File: src/rtl/pipelined_cla_addsub.sv
// Pipelined carry-lookahead adder/subtractor: one WIDTH/STAGES slice per cycle,
// valid/ready flow control per stage, flags produced alongside the final sum.
module pipelined_cla_addsub #(
  parameter int unsigned WIDTH  = 32,
  parameter int unsigned BLOCK  = 4,
  parameter int unsigned STAGES = 2
) (
  input  logic             i_clk_1,
  input  logic             i_rstn_1,
  input  logic             i_valid_1,
  output logic             o_ready_1,
  input  logic             i_sub_1,
  input  logic             i_cIn_1,
  input  logic [WIDTH-1:0] i_operandA_W,
  input  logic [WIDTH-1:0] i_operandB_W,
  output logic             o_valid_1,
  input  logic             i_ready_1,
  output logic [WIDTH-1:0] o_result_W,
  output logic             o_cOut_1,
  output logic             o_overflow_1,
  output logic             o_zero_1
);

  localparam int unsigned SLICE  = WIDTH / STAGES;
  localparam int unsigned GROUPS = SLICE / BLOCK;
  localparam int unsigned LAST   = STAGES - 1;

  if (STAGES < 1 || STAGES > WIDTH / BLOCK || WIDTH % (STAGES * BLOCK) != 0) begin : g_param_check
    $error("pipelined_cla_addsub: WIDTH must be a multiple of STAGES*BLOCK, 1 <= STAGES <= WIDTH/BLOCK");
  end

  // Returns {carry out of slice, carry into slice MSB, slice sum}.
  // Carries inside a group are full lookahead terms; groups chain on their group carry.
  function automatic logic [SLICE+1:0] cla_slice(input logic [SLICE-1:0] a,
                                                 input logic [SLICE-1:0] b,
                                                 input logic             cin);
    logic [SLICE-1:0] p;
    logic [SLICE-1:0] g;
    logic [SLICE:0]   c;
    logic             gen;
    logic             prop;
    logic             term;
    int unsigned      base;
    p    = a ^ b;
    g    = a & b;
    c    = '0;
    c[0] = cin;
    for (int unsigned grp = 0; grp < GROUPS; grp++) begin
      base = grp * BLOCK;
      for (int unsigned j = 0; j < BLOCK; j++) begin
        gen  = 1'b0;
        prop = 1'b1;
        for (int unsigned m = 0; m <= j; m++) begin
          term = g[base+m];
          for (int unsigned n = m + 1; n <= j; n++) term = term & p[base+n];
          gen  = gen | term;
          prop = prop & p[base+m];
        end
        c[base+j+1] = gen | (prop & c[base]);
      end
    end
    return {c[SLICE], c[SLICE-1], p ^ c[SLICE-1:0]};
  endfunction

  logic [STAGES-1:0] valid_q, valid_d;
  logic [STAGES-1:0] carry_q, carry_d;
  logic [WIDTH-1:0]  opa_q [STAGES];
  logic [WIDTH-1:0]  opa_d [STAGES];
  logic [WIDTH-1:0]  opb_q [STAGES];
  logic [WIDTH-1:0]  opb_d [STAGES];
  logic [WIDTH-1:0]  res_q [STAGES];
  logic [WIDTH-1:0]  res_d [STAGES];
  logic              ovf_q, ovf_d;
  logic              zero_q, zero_d;

  logic [STAGES:0]   stage_ready;
  logic [STAGES-1:0] src_valid;
  logic [STAGES-1:0] src_carry;
  logic [WIDTH-1:0]  src_a   [STAGES];
  logic [WIDTH-1:0]  src_b   [STAGES];
  logic [WIDTH-1:0]  src_res [STAGES];
  logic [SLICE+1:0]  slice_w;

  always_comb begin
    stage_ready[STAGES] = i_ready_1;
    for (int unsigned i = 0; i < STAGES; i++) begin
      stage_ready[LAST-i] = ~valid_q[LAST-i] | stage_ready[LAST-i+1];
    end

    // Subtraction is folded in at entry: B inverted, carry-in forced high.
    src_valid[0] = i_valid_1;
    src_carry[0] = i_sub_1 | i_cIn_1;
    src_a[0]     = i_operandA_W;
    src_b[0]     = i_sub_1 ? ~i_operandB_W : i_operandB_W;
    src_res[0]   = '0;
    for (int unsigned k = 1; k < STAGES; k++) begin
      src_valid[k] = valid_q[k-1];
      src_carry[k] = carry_q[k-1];
      src_a[k]     = opa_q[k-1];
      src_b[k]     = opb_q[k-1];
      src_res[k]   = res_q[k-1];
    end

    valid_d = valid_q;
    carry_d = carry_q;
    opa_d   = opa_q;
    opb_d   = opb_q;
    res_d   = res_q;
    ovf_d   = ovf_q;
    zero_d  = zero_q;
    slice_w = '0;
    for (int unsigned k = 0; k < STAGES; k++) begin
      if (stage_ready[k]) begin
        slice_w    = cla_slice(src_a[k][k*SLICE +: SLICE], src_b[k][k*SLICE +: SLICE], src_carry[k]);
        valid_d[k] = src_valid[k];
        carry_d[k] = slice_w[SLICE+1];
        opa_d[k]   = src_a[k];
        opb_d[k]   = src_b[k];
        res_d[k]   = src_res[k];
        res_d[k][k*SLICE +: SLICE] = slice_w[SLICE-1:0];
        if (k == LAST) begin
          ovf_d  = src_valid[k] & (slice_w[SLICE+1] ^ slice_w[SLICE]);
          zero_d = src_valid[k] & (res_d[k] == '0);
        end
      end
    end
  end

  always_ff @(posedge i_clk_1 or negedge i_rstn_1) begin
    if (!i_rstn_1) begin
      valid_q <= '0;
      carry_q <= '0;
      ovf_q   <= 1'b0;
      zero_q  <= 1'b0;
      for (int unsigned k = 0; k < STAGES; k++) begin
        opa_q[k] <= '0;
        opb_q[k] <= '0;
        res_q[k] <= '0;
      end
    end else begin
      valid_q <= valid_d;
      carry_q <= carry_d;
      ovf_q   <= ovf_d;
      zero_q  <= zero_d;
      opa_q   <= opa_d;
      opb_q   <= opb_d;
      res_q   <= res_d;
    end
  end

  assign o_ready_1    = stage_ready[0];
  assign o_valid_1    = valid_q[LAST];
  assign o_result_W   = valid_q[LAST] ? res_q[LAST] : '0;
  assign o_cOut_1     = valid_q[LAST] & carry_q[LAST];
  assign o_overflow_1 = ovf_q;
  assign o_zero_1     = zero_q;

endmodule

File: config.mk
export PLATFORM = sky130hd
export DESIGN_NAME = pipelined_cla_addsub
export DESIGN_NICKNAME = d
export VERILOG_FILES = /design/src/rtl/pipelined_cla_addsub.sv
export SDC_FILE = /design/constraint.sdc
export NUM_CORES = 1
export LEC_CHECK = 0
export CAP_MARGIN = 40
export CORE_ASPECT_RATIO = 1.75
export CORE_UTILIZATION = 45
export CTS_BUF_LIST = sky130_fd_sc_hd__clkbuf_4 sky130_fd_sc_hd__clkbuf_8
export DETAILED_ROUTE_END_ITERATION = 8
export GPL_ROUTABILITY_DRIVEN = 1
export GPL_TIMING_DRIVEN = 0
export HOLD_SLACK_MARGIN = 0.02
export PLACE_DENSITY_LB_ADDON = 0.1
export SLEW_MARGIN = 30
export SYNTH_ARGS = -nofsm -noshare
export SYNTH_HDL_FRONTEND = slang
export SYNTH_SLANG_ARGS = --single-unit
File: constraint.sdc
create_clock -name i_clk_1 -period 3.5 [get_ports i_clk_1]
set_input_delay 0.875 -clock i_clk_1 [delete_from_list [all_inputs] [get_ports i_clk_1]]
set_output_delay 0.875 -clock i_clk_1 [all_outputs]
set_load 0.01 [all_outputs]
==> flow_metrics.tcl <==
set metrics [dict create \
    port_buffers 105 \
    grt_use_total_pct 22.6 \
    final_common_cell "clkdlybuf4s50_1" \
    nFillCells 947 \
    period_share_pct 101 \
    first_global_vias 4152 \
    core-area_um2 10700 \
    met3_wirelength_um 438 \
    wl_um 11900 \
    top_layer_used "met4" \
    clockRootBuffer "clkbuf_8" \
    violations "setup timing" \
    total_power_w 0.00364 \
    die_w_um 81.5 \
    path_cells "ha_4 -> a211oi_4 -> o21bai_2 -> a21o_1 -> buf_4 -> buf_4 -> fa_1 -> xnor2_1 -> nand4_1 -> or4_1 -> or4b_4 -> o21ai_2" \
    fin_crit_ns 3.55 \
    cap_violations 0 \
    dieHeight_um 141 \
    finalClockSkew_ns 0.0136 \
    drtAntennaViolNets 0 \
    syn_avg_cell_area_um2 9.39 \
    ctsHoldBuffers 0 \
    cts_tree "yes" \
    drive_above_1_share_pct 7.13 \
    drc 0 \
    antenna_found_initial 0 \
    dr.pass1.iters 4 \
    path_class "flip-flop to flip-flop" \
    synth_seq_cells 86 \
    ys_seq_area_share_pct 43.2 \
    slew_headroom_pct 46.9 \
    cp_max_fo 3 \
    setup_viol 1 \
    cts_buffers 9 \
    grt_pass1_wl_um 19500 \
    endpoint_kind "flip-flop" \
    reg2reg_depth 12 \
    cts.path.max_buffers 2 \
    ir_worst_vdd_v 0.000287 \
    areaGrowthSynthToFinish_pct 32.7 \
    outcome "complete, but fails checks" \
    met1_length_um 4720 \
    cp_common_cell "buf_4" \
    fin_util_pct 61.7 \
    drt-initial-drc-count 172 \
    cts.reportedPaths.clkPinSlew_ns 0.10 \
    start_kind "flip-flop" \
    syn_nets 640 \
    die_area_um2 11500 \
    synth_area_um2 4980 \
    worstMarginPinSlew_ns 0.796 \
    initial_core_util_pct 46.5 \
    place_ws_ns -0.686 \
    cts_sinks 86 \
    rows 50 \
    vias 4131 \
    hold_class "primary input to async pin" \
    max_freq_mhz 282 \
    hold-worst-slack_ns 0.391 \
    finalHoldViolations 0 \
    gp_congestion 0.868 \
    hpwl_um 9420 \
    synth_top_area_share_pct 43.2 \
    cpPeakStageDelay_ns 0.51 \
    io_pins 107 \
    cp_data_required_time_ns 3.81 \
    placed_area_um2 6220 \
    cp.arrival_ns 3.86 \
    synthFlopType "dfrtp_1" \
    yosysWarnings 0 \
    insertion_delay_ns 0.37 \
    async_flop_share_pct 100 \
    grt-ovfl-total 0 \
    routedWlPerCell_um 15.1 \
    yosysTopAreaCell "dfrtp_1" \
    syn_inst 530 \
    setup_ws_ns -0.0521 \
    yosysUniqueCellTypes 41 \
    grt_max_degree 50 \
    cts_max_level 3 \
    antenna-diode-count 0 \
    rsz0062_at_grt "true" \
    fin_nets 764 \
    drt-vias-per-instance 5.24 \
    maxSlewViolCount 0 \
    wl_met2_um 6350 \
    slowest_stage "or4b_4" \
    synth-edff-count 0 \
    layout_common_cells "clkdlybuf4s50_1, dfrtp_1, nand2_1, a21oi_1, nor2_1" \
    power_density_nw_per_um2 552 \
    design_area_um2 6600 \
    yosys-top-cells-area "dfrtp_1, ha_1, nand2_1" \
    p_leak_nw 2.91 \
]
[worst max-delay path: cells and delay by family (launching register included)]
| kind | cells | cell delay (ns) |
|---|---|---|
| adder cells (fa/ha/maj) | 2 | 0.63 |
| buffers and inverters | 2 | 0.27 |
| flip-flops | 1 | 0.43 |
| AO/OA/AOI/OAI | 4 | 0.69 |
| AND/OR/NAND/NOR | 3 | 1.14 |
| XOR/XNOR | 1 | 0.34 |
[report_power, final]
part	total, W	internal [W]	switching [W]	leakage [nW]
Clock	0.000802	0.000412	0.000390	0.111
Sequential	0.00141	0.00124	0.000167	1.00
Combinational	0.00143	0.000745	0.000689	1.79
Total	0.00364	0.00240	0.00125	2.91
[metal layers]
metal	global-route usage (%)	vias up
li1	-	2021
met1	26.4	1960
met2	39.0	123
met3	3.88	27
met4	10.5	0
met5	0	-
[cell type report]
class | count | area (um2) | share of cell area [%]
Sequential cell | 86 | 2150 | 32.6
Inverter | 14 | 52.6 | 0.796
Tap cell | 130 | 163 | 2.46
Buffer | 23 | 106 | 1.61
Clock buffer | 9 | 124 | 1.88
Timing Repair Buffer | 114 | 1140 | 17.3
Clock inverter | 7 | 103 | 1.55
Multi-Input combinational cell | 406 | 2760 | 41.8
[per-stage QoR]
step | setup TNS, ns | cells
final | -0.0521 | 789
after global routing | -0.160 | 789
after CTS | -0.104 | 788
after detailed placement | -4.00 | 766
after global placement | -132.59 | 765
after floorplan | 0 | 530
[synth_stat cells (2+ instances only)]
library cell  number
dfrtp_1           86
nand2_1           86
a21oi_1           55
nor2_1            49
and2_1            32
ha_1              32
xor2_1            29
xnor2_1           25
clkbuf_1          22
mux2_1            15
inv_1             14
o21ai_1           10
fa_1               8
nand3_1            8
a21o_1             7
nor3_1             5
nand2b_1           4
nor4_1             4
o21ai_0            4
a211oi_1           3
a31oi_1            3
nand4_1            3
nor2b_1            3
and3_1             2
buf_1              2
o31ai_1            2
or3_1              2
or4_1              2
[registers in the layout, indices dropped and copies added (netlist names)]
register      count
carry_q           2
o_zero_1          1
o_overflow_1      1
opb_q            16
valid_q           2
res_q            48
opa_q            16
[path summary, 6_finish.rpt]
kind	start	slack [ns]	to
max	opb_q[48]	-0.05	o_zero_1
min	i_rstn_1	0.39	carry_q[1]
max reg2reg	opb_q[48]	-0.05	o_zero_1
min reg2reg	res_q[3]	0.46	res_q[3]
max in group asynchronous	i_rstn_1	2.55	res_q[43]
min in group i_clk_1	res_q[3]	0.46	res_q[3]
[cell families (layout without fill, tap and decap cells)]
logic type,after synthesis,count (layout),share of synthesized area [%]
AOI/OAI and AO/OA,92,92,10.7
and+or+nand+nor,203,203,18.6
muxes,17,17,3.82
buffers and inverters,38,167,2.87
xor gates and xnor gates,54,54,9.50
DFF,86,86,43.2
adders and majority gates,40,40,11.3
[timing repair]
item,CTS,global route
pin swaps,12,4
endpoints found under the setup margin,6,5
cloned,0,0
setup buffers,7,1
resized for setup,15,7
No activity file was read; power rests on OpenSTA's default activity.
